File: src/rtl/vga_sprite_engine.sv
// VGA timing generator with NOBJ bouncing square sprites and a two-stage pixel pipeline.
// Optional one-pixel white frame border is compiled in with `define VGA_SPRITE_BORDER_EN.
module vga_sprite_engine #(
    parameter int HWIDTH  = 640,
    parameter int HFPORCH = 16,
    parameter int HSYNC   = 96,
    parameter int HBPORCH = 48,
    parameter int VWIDTH  = 480,
    parameter int VFPORCH = 11,
    parameter int VSYNC   = 2,
    parameter int VBPORCH = 31,
    parameter int NOBJ    = 4,
    parameter int SIZE    = 30,
    parameter int STEP    = 5,
    parameter int CBITS   = 4
) (
    input  logic             clk,
    input  logic             rst_n,
    input  logic             pause,
    output logic [CBITS-1:0] VGA_R,
    output logic [CBITS-1:0] VGA_G,
    output logic [CBITS-1:0] VGA_B,
    output logic             VGA_HS,
    output logic             VGA_VS,
    output logic             VGA_DE,
    output logic [15:0]      frame_cnt
);

    localparam int HTOTAL = HWIDTH + HFPORCH + HSYNC + HBPORCH;
    localparam int VTOTAL = VWIDTH + VFPORCH + VSYNC + VBPORCH;
    localparam int HCW    = $clog2(HTOTAL);
    localparam int VCW    = $clog2(VTOTAL);
    localparam int PW     = 16;
    localparam int PXW    = 3 + 3 * CBITS;
    localparam logic [PXW-1:0] PIX_RST = {1'b1, 1'b1, 1'b0, {(3 * CBITS){1'b0}}};

    logic [HCW-1:0] hcnt_q, hcnt_d;
    logic [VCW-1:0] vcnt_q, vcnt_d;
    logic [15:0]    frame_cnt_q, frame_cnt_d;
    logic           strobe_s;
    logic           move_s;

    logic [PW-1:0]  x_q [NOBJ];
    logic [PW-1:0]  x_d [NOBJ];
    logic [PW-1:0]  y_q [NOBJ];
    logic [PW-1:0]  y_d [NOBJ];
    logic [NOBJ-1:0] dx_q, dx_d, dy_q, dy_d;

    logic [PW-1:0]  hx_s, vy_s;
    logic [NOBJ-1:0] cov_s;
    logic           hit_s, hs_s, vs_s, de_s;
    logic [3*CBITS-1:0] obj_rgb_s, pix_rgb_s;
    logic [PXW-1:0] p1_q, p1_d, p2_q, p2_d;

    // Object colour: R/G/B full-scale from bits 0/1/2 of (index+1), packed {R,G,B}.
    function automatic logic [3*CBITS-1:0] obj_colour(input int idx);
        logic [2:0] code;
        code = 3'(idx + 1);
        return {{CBITS{code[0]}}, {CBITS{code[1]}}, {CBITS{code[2]}}};
    endfunction

    assign strobe_s = (hcnt_q == {HCW{1'b0}}) && (vcnt_q == VCW'(VWIDTH));
    assign move_s   = strobe_s && !pause;

    // Raster counters and completed-frame counter next-state.
    always_comb begin
        if (hcnt_q == HCW'(HTOTAL - 1)) begin
            hcnt_d = {HCW{1'b0}};
            if (vcnt_q == VCW'(VTOTAL - 1)) begin
                vcnt_d = {VCW{1'b0}};
            end else begin
                vcnt_d = vcnt_q + VCW'(1);
            end
        end else begin
            hcnt_d = hcnt_q + HCW'(1);
            vcnt_d = vcnt_q;
        end
        if (strobe_s) begin
            frame_cnt_d = frame_cnt_q + 16'd1;
        end else begin
            frame_cnt_d = frame_cnt_q;
        end
    end

    // Object motion: bounce each sprite off the visible-area edges once per frame.
    always_comb begin
        for (int i = 0; i < NOBJ; i++) begin
            x_d[i]  = x_q[i];
            y_d[i]  = y_q[i];
            dx_d[i] = dx_q[i];
            dy_d[i] = dy_q[i];
            if (move_s) begin
                if (!dx_q[i]) begin
                    if (x_q[i] + PW'(SIZE + STEP + i) > PW'(HWIDTH - 1)) begin
                        x_d[i]  = PW'(HWIDTH - 1 - SIZE);
                        dx_d[i] = 1'b1;
                    end else begin
                        x_d[i]  = x_q[i] + PW'(STEP + i);
                    end
                end else begin
                    if (x_q[i] < PW'(SIZE + STEP + i)) begin
                        x_d[i]  = PW'(SIZE);
                        dx_d[i] = 1'b0;
                    end else begin
                        x_d[i]  = x_q[i] - PW'(STEP + i);
                    end
                end
                if (!dy_q[i]) begin
                    if (y_q[i] + PW'(SIZE + STEP) > PW'(VWIDTH - 1)) begin
                        y_d[i]  = PW'(VWIDTH - 1 - SIZE);
                        dy_d[i] = 1'b1;
                    end else begin
                        y_d[i]  = y_q[i] + PW'(STEP);
                    end
                end else begin
                    if (y_q[i] < PW'(SIZE + STEP)) begin
                        y_d[i]  = PW'(SIZE);
                        dy_d[i] = 1'b0;
                    end else begin
                        y_d[i]  = y_q[i] - PW'(STEP);
                    end
                end
            end else begin
                x_d[i]  = x_q[i];
                y_d[i]  = y_q[i];
            end
        end
    end

    assign hx_s = PW'(hcnt_q);
    assign vy_s = PW'(vcnt_q);

    // Coverage test written as h+SIZE >= x so no subtraction can underflow.
    always_comb begin
        for (int i = 0; i < NOBJ; i++) begin
            cov_s[i] = (hx_s + PW'(SIZE) >= x_q[i]) && (hx_s <= x_q[i] + PW'(SIZE)) &&
                       (vy_s + PW'(SIZE) >= y_q[i]) && (vy_s <= y_q[i] + PW'(SIZE));
        end
    end

    // Pixel stage-1 value: sync, enable and prioritised colour for the current counters.
    always_comb begin
        hit_s     = 1'b0;
        obj_rgb_s = {(3 * CBITS){1'b0}};
        for (int i = NOBJ - 1; i >= 0; i--) begin
            hit_s     = hit_s | cov_s[i];
            obj_rgb_s = cov_s[i] ? obj_colour(i) : obj_rgb_s;
        end
        hs_s = !((hcnt_q >= HCW'(HWIDTH + HFPORCH)) && (hcnt_q < HCW'(HWIDTH + HFPORCH + HSYNC)));
        vs_s = !((vcnt_q >= VCW'(VWIDTH + VFPORCH)) && (vcnt_q < VCW'(VWIDTH + VFPORCH + VSYNC)));
        de_s = (hcnt_q < HCW'(HWIDTH)) && (vcnt_q < VCW'(VWIDTH));
        if (!de_s) begin
            pix_rgb_s = {(3 * CBITS){1'b0}};
        end
`ifdef VGA_SPRITE_BORDER_EN
        else if ((hcnt_q == {HCW{1'b0}}) || (hcnt_q == HCW'(HWIDTH - 1)) ||
                 (vcnt_q == {VCW{1'b0}}) || (vcnt_q == VCW'(VWIDTH - 1))) begin
            pix_rgb_s = {(3 * CBITS){1'b1}};
        end
`endif
        else if (hit_s) begin
            pix_rgb_s = obj_rgb_s;
        end else begin
            pix_rgb_s = {(3 * CBITS){1'b0}};
        end
        p1_d = {hs_s, vs_s, de_s, pix_rgb_s};
        p2_d = p1_q;
    end

    // Counters, pipeline and frame counter registers.
    always_ff @(posedge clk or negedge rst_n) begin
        if (!rst_n) begin
            hcnt_q      <= {HCW{1'b0}};
            vcnt_q      <= {VCW{1'b0}};
            frame_cnt_q <= 16'd0;
            p1_q        <= PIX_RST;
            p2_q        <= PIX_RST;
        end else begin
            hcnt_q      <= hcnt_d;
            vcnt_q      <= vcnt_d;
            frame_cnt_q <= frame_cnt_d;
            p1_q        <= p1_d;
            p2_q        <= p2_d;
        end
    end

    // Object state registers; reset staggers the sprites diagonally.
    always_ff @(posedge clk or negedge rst_n) begin
        if (!rst_n) begin
            for (int i = 0; i < NOBJ; i++) begin
                x_q[i]  <= PW'(SIZE + 16 * i);
                y_q[i]  <= PW'(SIZE + 8 * i);
                dx_q[i] <= 1'((i >> 0) & 1);
                dy_q[i] <= 1'((i >> 1) & 1);
            end
        end else begin
            for (int i = 0; i < NOBJ; i++) begin
                x_q[i]  <= x_d[i];
                y_q[i]  <= y_d[i];
                dx_q[i] <= dx_d[i];
                dy_q[i] <= dy_d[i];
            end
        end
    end

    assign VGA_HS    = p2_q[PXW-1];
    assign VGA_VS    = p2_q[PXW-2];
    assign VGA_DE    = p2_q[PXW-3];
    assign VGA_R     = p2_q[3*CBITS-1:2*CBITS];
    assign VGA_G     = p2_q[2*CBITS-1:CBITS];
    assign VGA_B     = p2_q[CBITS-1:0];
    assign frame_cnt = frame_cnt_q;

endmodule
File: config.mk
export PLATFORM = sky130hd
export DESIGN_NAME = vga_sprite_engine
export DESIGN_NICKNAME = d
export VERILOG_FILES = /design/src/rtl/vga_sprite_engine.sv
export SDC_FILE = /design/constraint.sdc
export NUM_CORES = 1
export LEC_CHECK = 0
export ABC_AREA = 1
export ABC_CLOCK_PERIOD_IN_PS = 2500
export CORE_UTILIZATION = 35
export CTS_CLUSTER_SIZE = 20
export DETAILED_ROUTE_END_ITERATION = 6
export MAX_ROUTING_LAYER = met4
export PLACE_DENSITY = 0.5
export SLEW_MARGIN = 20
export SYNTH_ARGS = -nofsm -noshare
export SYNTH_HDL_FRONTEND = slang
export SYNTH_SLANG_ARGS = --single-unit
File: constraint.sdc
create_clock -name clk -period 2.5 [get_ports clk]
set_input_delay 0.25 -clock clk [delete_from_list [all_inputs] [get_ports clk]]
set_output_delay 0.25 -clock clk [all_outputs]
set_load 0.05 [all_outputs]
==> results of run 1 <==
==> worst max-delay path by stage <==
stage / start / to / slack (ns) / cells past startpoint
3_5_place_dp: y_q[50] / p1_q[3] / -0.32 / 20
5_1_grt: y_q[50] / p1_q[3] / -0.36 / 19
2_1_floorplan: y_q[50] / p1_q[3] / -0.03 / 19
6_report: y_q[50] / p1_q[3] / -0.16 / 19
3_3_place_gp: x_q[3] / p1_q[3] / -0.24 / 17
4_1_cts: y_q[50] / p1_q[3] / -0.19 / 20
==> through the flow <==
stage / hold WS, ns / power [mW] / setup slack, ns / utilization (%) / instance area, sq um
finish: 0.336 / 7.07 / -0.159 / 47.3 / 27500
global route: 0.353 / 7.40 / -0.361 / 47.3 / 27500
CTS: 0.327 / 7.08 / -0.189 / 44.2 / 25700
detailed placement: 0.329 / 4.04 / -0.324 / 42.5 / 24700
global placement: 0.325 / 4.03 / -0.242 / 42.5 / 24700
floorplan: -0.0456 / 3.60 / -0.0283 / - / 20800
==> worst max-delay path, cell delays in order (launching register included) <==
cell,delay (ns)
dfstp_2,0.57
inv_4,0.05
ha_4,0.16
nand2_4,0.07
nand2_4,0.05
nor2_4,0.15
nand2_2,0.06
xor2_1,0.14
ha_1,0.34
nand2_2,0.06
nor3_2,0.15
nand2_1,0.07
o21ai_1,0.07
nor2_1,0.05
nand3_1,0.09
nor2_2,0.05
nor2_2,0.13
nand2_1,0.08
nor2_2,0.16
nor3_2,0.05
==> cells by family after synthesis <==
kind of cell	after synthesis
fa+ha+maj	217
flops	183
buf+inv	491
simple gates	1489
mux	1
compound gates	535
xor+xnor	226
==> layout make-up <==
cell class	instances	area, sq um
fillers	5869	30700
clock inverters	15	163
multi-input cells	2471	15500
repair buffers	514	4370
well taps	765	957
flip-flops and latches	183	4630
inverters	380	1460
clock buffers	17	425
==> Yosys cell counts, types with 15 or more instances <==
cell / instances / area (sq um)
nand2_1: 802 / 3010
inv_1: 359 / 1350
nor2_1: 319 / 1200
ha_1: 217 / 2720
xor2_1: 209 / 1830
a21oi_1: 199 / 996
nand3_1: 180 / 901
o21ai_0: 170 / 851
dfrtp_1: 144 / 3600
nor3_1: 65 / 325
buf_2: 60 / 300
nand4_1: 55 / 344
dfstp_2: 39 / 1020
a22oi_1: 38 / 285
a21boi_1: 35 / 263
clkbuf_1: 27 / 101
a31oi_1: 16 / 100
nor4_1: 16 / 100
xnor2_1: 16 / 140
clkinv_1: 15 / 56.3
==> timing repair <==
item / 4_1_cts / 5_1_grt
gates cloned: 1 / 11
hold buffers: 1 / 0
resized for setup: 81 / 311
pin swaps: 52 / 126
buffers inserted: 10 / 46
hold endpoints to repair: 48 / 0
setup endpoints to repair: 87 / 124
==> routing by layer <==
metal  vias to the layer above  track usage (%)  share of wire (%)
li1                      11200                -                  -
met1                     10600             35.9                 49
met2                       549             38.7                 45
met3                        89             3.21                4.5
met4                         0             6.39                2.0
met5                         -                -                  0
==> state kept, by name, indices dropped and copies added (netlist names) <==
| name | flops |
|---|---|
| y_q | 64 |
| x_q | 63 |
| frame_cnt | 16 |
| hcnt_q | 10 |
| vcnt_q | 10 |
| p1_q | 6 |
| p2_q | 6 |
| dx_q | 4 |
| dy_q | 4 |
==> where the power goes <==
group          switching (mW)  leakage, nW  internal (mW)
Combinational           0.648         11.6          0.428
Sequential             0.0429         1.99           3.01
Clock                    1.53        0.275           1.41
Total                    2.22         13.8           4.85
==> metrics.yaml, run 1 <==
pwr:
  p_per_area_nw_per_um2: 257
  ir_drop_v: 0.000552
  p_leak_nw: 13.8
placement:
  dp_cells: 4245
  portBuffers: 33
  place.gp.congestion: 0.932
  dp_hpwl_microns: 58400
timing:
  worst_slew_pin_slew_ns: 0.666
  fin_crit_sh_pct: 106
  tns_ns: -0.905
  relSlewSlack_pct: 55.3
  fin_worst_skew_ns: 0.0196
  setup_viol: 12
  fin_crit_ns: 2.66
  rsz0062_at_grt: "yes"
  hold_viol: 0
  drv_slew: 0
  clock.fmax_ghz: 0.376
  finalWorstSetupSlack_ns: -0.159
clocking:
  clk_path_buf_depth: 2
  cts.clk_slew.worst_paths_ns: 0.08
  ctsRootBufferMaster: "clkbuf_16"
  clk_latency_ns: 0.51
  cts_inserted_buffers: 17
  cts_tree: "built"
  htree_levels: 4
  numClockSinks: 183
cells_and_area:
  antenna_cells: 0
  nNetsFinal: 3787
  mostFrequentLayoutCells: "749 x nand2_1, 421 x buf_4, 333 x inv_1"
  fin_cells: 4345
  area_delta_synth_final_pct: 32.3
  drive_gt1_share_pct: 24.3
  mostFrequentLayoutCell: "nand2_1"
drt:
  num_vias: 22400
  postRouteAntennaNets: 0
  drt_iter0_markers: 1772
  drc: 0
  wirelength_microns: 77600
  routed_via_density: 5.15
  wire_per_inst_microns: 17.9
  first_pass_iters: 5
synth:
  synth_fa_ha_area_share_pct: 13.1
  netlist_area_sq_um: 20800
  synth_flop_cell: "dfrtp_1"
  synth.mux.area_fraction_pct: 0.0482
  synth_cell_type_count: 61
  synth_top_family_by_area: "simple AND/OR/NAND/NOR gates"
  synth_edf_count: 0
  synthCells: 3142
  synth-compound-area-share_pct: 15.0
  ys_async_sr_fraction_pct: 100
  yosysSeqAreaShare_pct: 22.3
  ys_warn_count: 0
  synth_simple_gate_area_share_pct: 30.4
  synth_seq_cells: 183
  synth-xor-area-share_pct: 9.57
  synth_nets: 3362
  syn_avg_cell_area_sq_um: 6.61
critical_path:
  crit_path_end_kind: "flop"
  r2r-end: "p1_q[3]"
  cp.arrival_ns: 3.05
  critPathKind: "reg -> reg"
  critPathMaxFanout: 3
  crit_path_start_kind: "flop"
  r2r-start: "y_q[50]"
  worstPathRequired_ns: 2.90
  rrSetupSlack_ns: -0.16
  r2r_cells: 19
die:
  boundaryPins: 34
  row_count: 88
  die_x_microns: 246
  die_area_sq_um: 60300
  core_area_sq_um: 58100
  initial_core_util_pct: 35.7
  die_h_microns: 246
global_route:
  overflow: 0
  antenna_found_initial: 0
  grt_max_degree: 68
  first_global_vias: 21200
  grt_pass1_wl_microns: 118000
  grt_usage_pct: 25.6
min_path:
  min_path_type: "in -> async"
run_status:
  violations: "setup timing"
  outcome: "finished with violations"
job:
  maxCapViolCount: 0
No activity file was read; power rests on OpenSTA's default activity.
==> run 2, diff against run 1 <==
--- a/config.mk
+++ b/config.mk
@@ -7,11 +7,12 @@
 export LEC_CHECK = 0
 export ABC_AREA = 1
 export ABC_CLOCK_PERIOD_IN_PS = 2500
-export CORE_UTILIZATION = 35
+export CORE_MARGIN = 3
+export CORE_UTILIZATION = 45
 export CTS_CLUSTER_SIZE = 20
 export DETAILED_ROUTE_END_ITERATION = 6
 export MAX_ROUTING_LAYER = met4
-export PLACE_DENSITY = 0.5
+export PLACE_DENSITY = 0.62
 export SLEW_MARGIN = 20
 export SYNTH_ARGS = -nofsm -noshare
 export SYNTH_HDL_FRONTEND = slang
==> metrics.yaml, run 2 (synthesized netlist as in run 1, its figures left out) <==
placement:
  portBuffers: 33
  dp_hpwl_microns: 54900
  place_area_sq_um: 24100
  dp_worst_setup_slack_ns: -0.288
  place.gp.congestion: 0.951
cells_and_area:
  area_delta_synth_final_pct: 26.8
  top_register: "y_q"
  multiInputGateArea_sq_um: 15200
  drive_gt1_share_pct: 22.2
  antenna_cells: 0
  largest_reg_flops: 64
  finish.utilization_pct: 57.9
  nFillCells: 4327
  finish.instance_area_sq_um: 26300
  mostFrequentLayoutCell: "nand2_1"
  register_area_sq_um: 4630
  mostFrequentLayoutCells: "743 x nand2_1, 386 x buf_4, 337 x inv_1"
  nNetsFinal: 3723
critical_path:
  path_common_cell: "nand2_2"
  cp.arrival_ns: 3.07
  slowest_stage: "dfstp_2"
  r2r_cells: 19
  crit_chain: "inv_4 > ha_4 > nand2_4 > nand2_4 > nor2_4 > nand2_2 > xor2_1 > ha_1 > nand2_2 > nor3_2 > nand2_1 > o21ai_1 > nor2_1 > nand3_1 > nor2_1 > nor2_2 > nand2_2 > nor2_4 > nor3_2"
  crit_path_start_kind: "flop"
  cp-startpoint: "y_q[50]"
  r2r-end: "p1_q[3]"
  critPathMaxFanout: 3
  worstPathRequired_ns: 2.90
  critPathKind: "reg -> reg"
  rrSetupSlack_ns: -0.17
  endpoint: "p1_q[3]"
  r2r-start: "y_q[50]"
  path_depth: 19
  crit_family: "simple AND/OR/NAND/NOR gates"
  path_buf_inv: 1
  crit_path_end_kind: "flop"
  critical-path-max-stage-delay_ns: 0.56
clocking:
  htree_levels: 4
  cts.clk_slew.worst_paths_ns: 0.07
  numClockSinks: 183
  ctsRootBufferMaster: "clkbuf_16"
  cts_inserted_buffers: 17
  cts_tree: "built"
  clk_latency_ns: 0.52
  clk_path_buf_depth: 2
die:
  boundaryPins: 34
  die_area_sq_um: 48800
  die_x_microns: 221
  core_area_sq_um: 45500
  row_count: 78
  die_h_microns: 221
  initial_core_util_pct: 45.7
run_status:
  violations: "setup timing"
  outcome: "finished with violations"
timing:
  setup_viol: 9
  hold_viol: 0
  fin_crit_ns: 2.67
  tns_ns: -0.794
  worst_slew_pin_slew_ns: 0.646
  rsz0062_at_grt: "yes"
  fin_worst_skew_ns: 0.0140
  relSlewSlack_pct: 56.6
  finalWorstSetupSlack_ns: -0.172
  fin_crit_sh_pct: 107
  clock.fmax_ghz: 0.374
  drv_slew: 0
global_route:
  overflow: 0
  grt_max_degree: 64
  grt_usage_pct: 29.4
  grt_pass1_wl_microns: 114000
  first_global_vias: 21500
  antenna_found_initial: 0
pwr:
  ir_drop_v: 0.000455
  p_leak_nw: 13.4
  p_per_area_nw_per_um2: 274
drt:
  wire_per_inst_microns: 17.6
  routed_via_density: 5.51
  drt_iter0_markers: 2007
  drc: 0
  first_pass_iters: 6
  postRouteAntennaNets: 0
  wirelength_microns: 72300
  num_vias: 22700
job:
  maxCapViolCount: 0
min_path:
  min_path_type: "in -> async"
[run 2: metrics by stage]
step / total power, mW / cells / hold WS (ns)
2_1_floorplan: 3.60 / 3142 / -0.0456
3_3_place_gp: 4.00 / 4028 / 0.235
3_5_place_dp: 4.02 / 4028 / 0.240
4_1_cts: 7.19 / 4084 / 0.256
5_1_grt: 7.51 / 4116 / 0.282
6_report: 7.22 / 4116 / 0.255
[run 2: cell type report]
cell class,count,area share [%]
tap,600,2.85
timing repair buffer,451,14.0
sequential,183,17.6
clock inverter,7,0.546
multi-input combinational,2469,57.7
clock buffer,25,1.84
inverter,380,5.52
timing repair inverter,1,0.0190
[run 2: worst min-delay path by stage]
stage,endpoint,slack (ns),cells past startpoint
global route,x_q[47],0.28,2
CTS,x_q[47],0.26,2
floorplan,dx_q[0],-0.05,0
finish,x_q[47],0.25,2
detailed placement,x_q[47],0.24,1
global placement,x_q[47],0.23,1
[run 2: per-layer routing]
| layer | GRT usage, % | up-vias | share of wire, % |
|---|---|---|---|
| met5 | - | - | 0 |
| met3 | 3.58 | 117 | 5.7 |
| met1 | 40.7 | 10800 | 47 |
| met4 | 8.37 | 0 | 2.4 |
| met2 | 45.4 | 811 | 45 |
| li1 | - | 11000 | - |
[run 2: timing repair]
| action | CTS | global route |
|---|---|---|
| setup buffers | 22 | 31 |
| pin swaps | 68 | 103 |
| endpoints found under the hold margin | 35 | 0 |
| endpoints found under the setup margin | 33 | 126 |
| hold buffers | 1 | 0 |
| gates resized for setup | 78 | 255 |
| cloned | 1 | 2 |
[run 2: report_power, final]
group / switching (mW) / internal, mW / leakage (nW) / total (mW)
registers: 0.0440 / 3.01 / 1.99 / 3.05
logic: 0.630 / 0.426 / 11.1 / 1.06
clock network: 1.36 / 1.75 / 0.298 / 3.11
total: 2.03 / 5.19 / 13.4 / 7.22
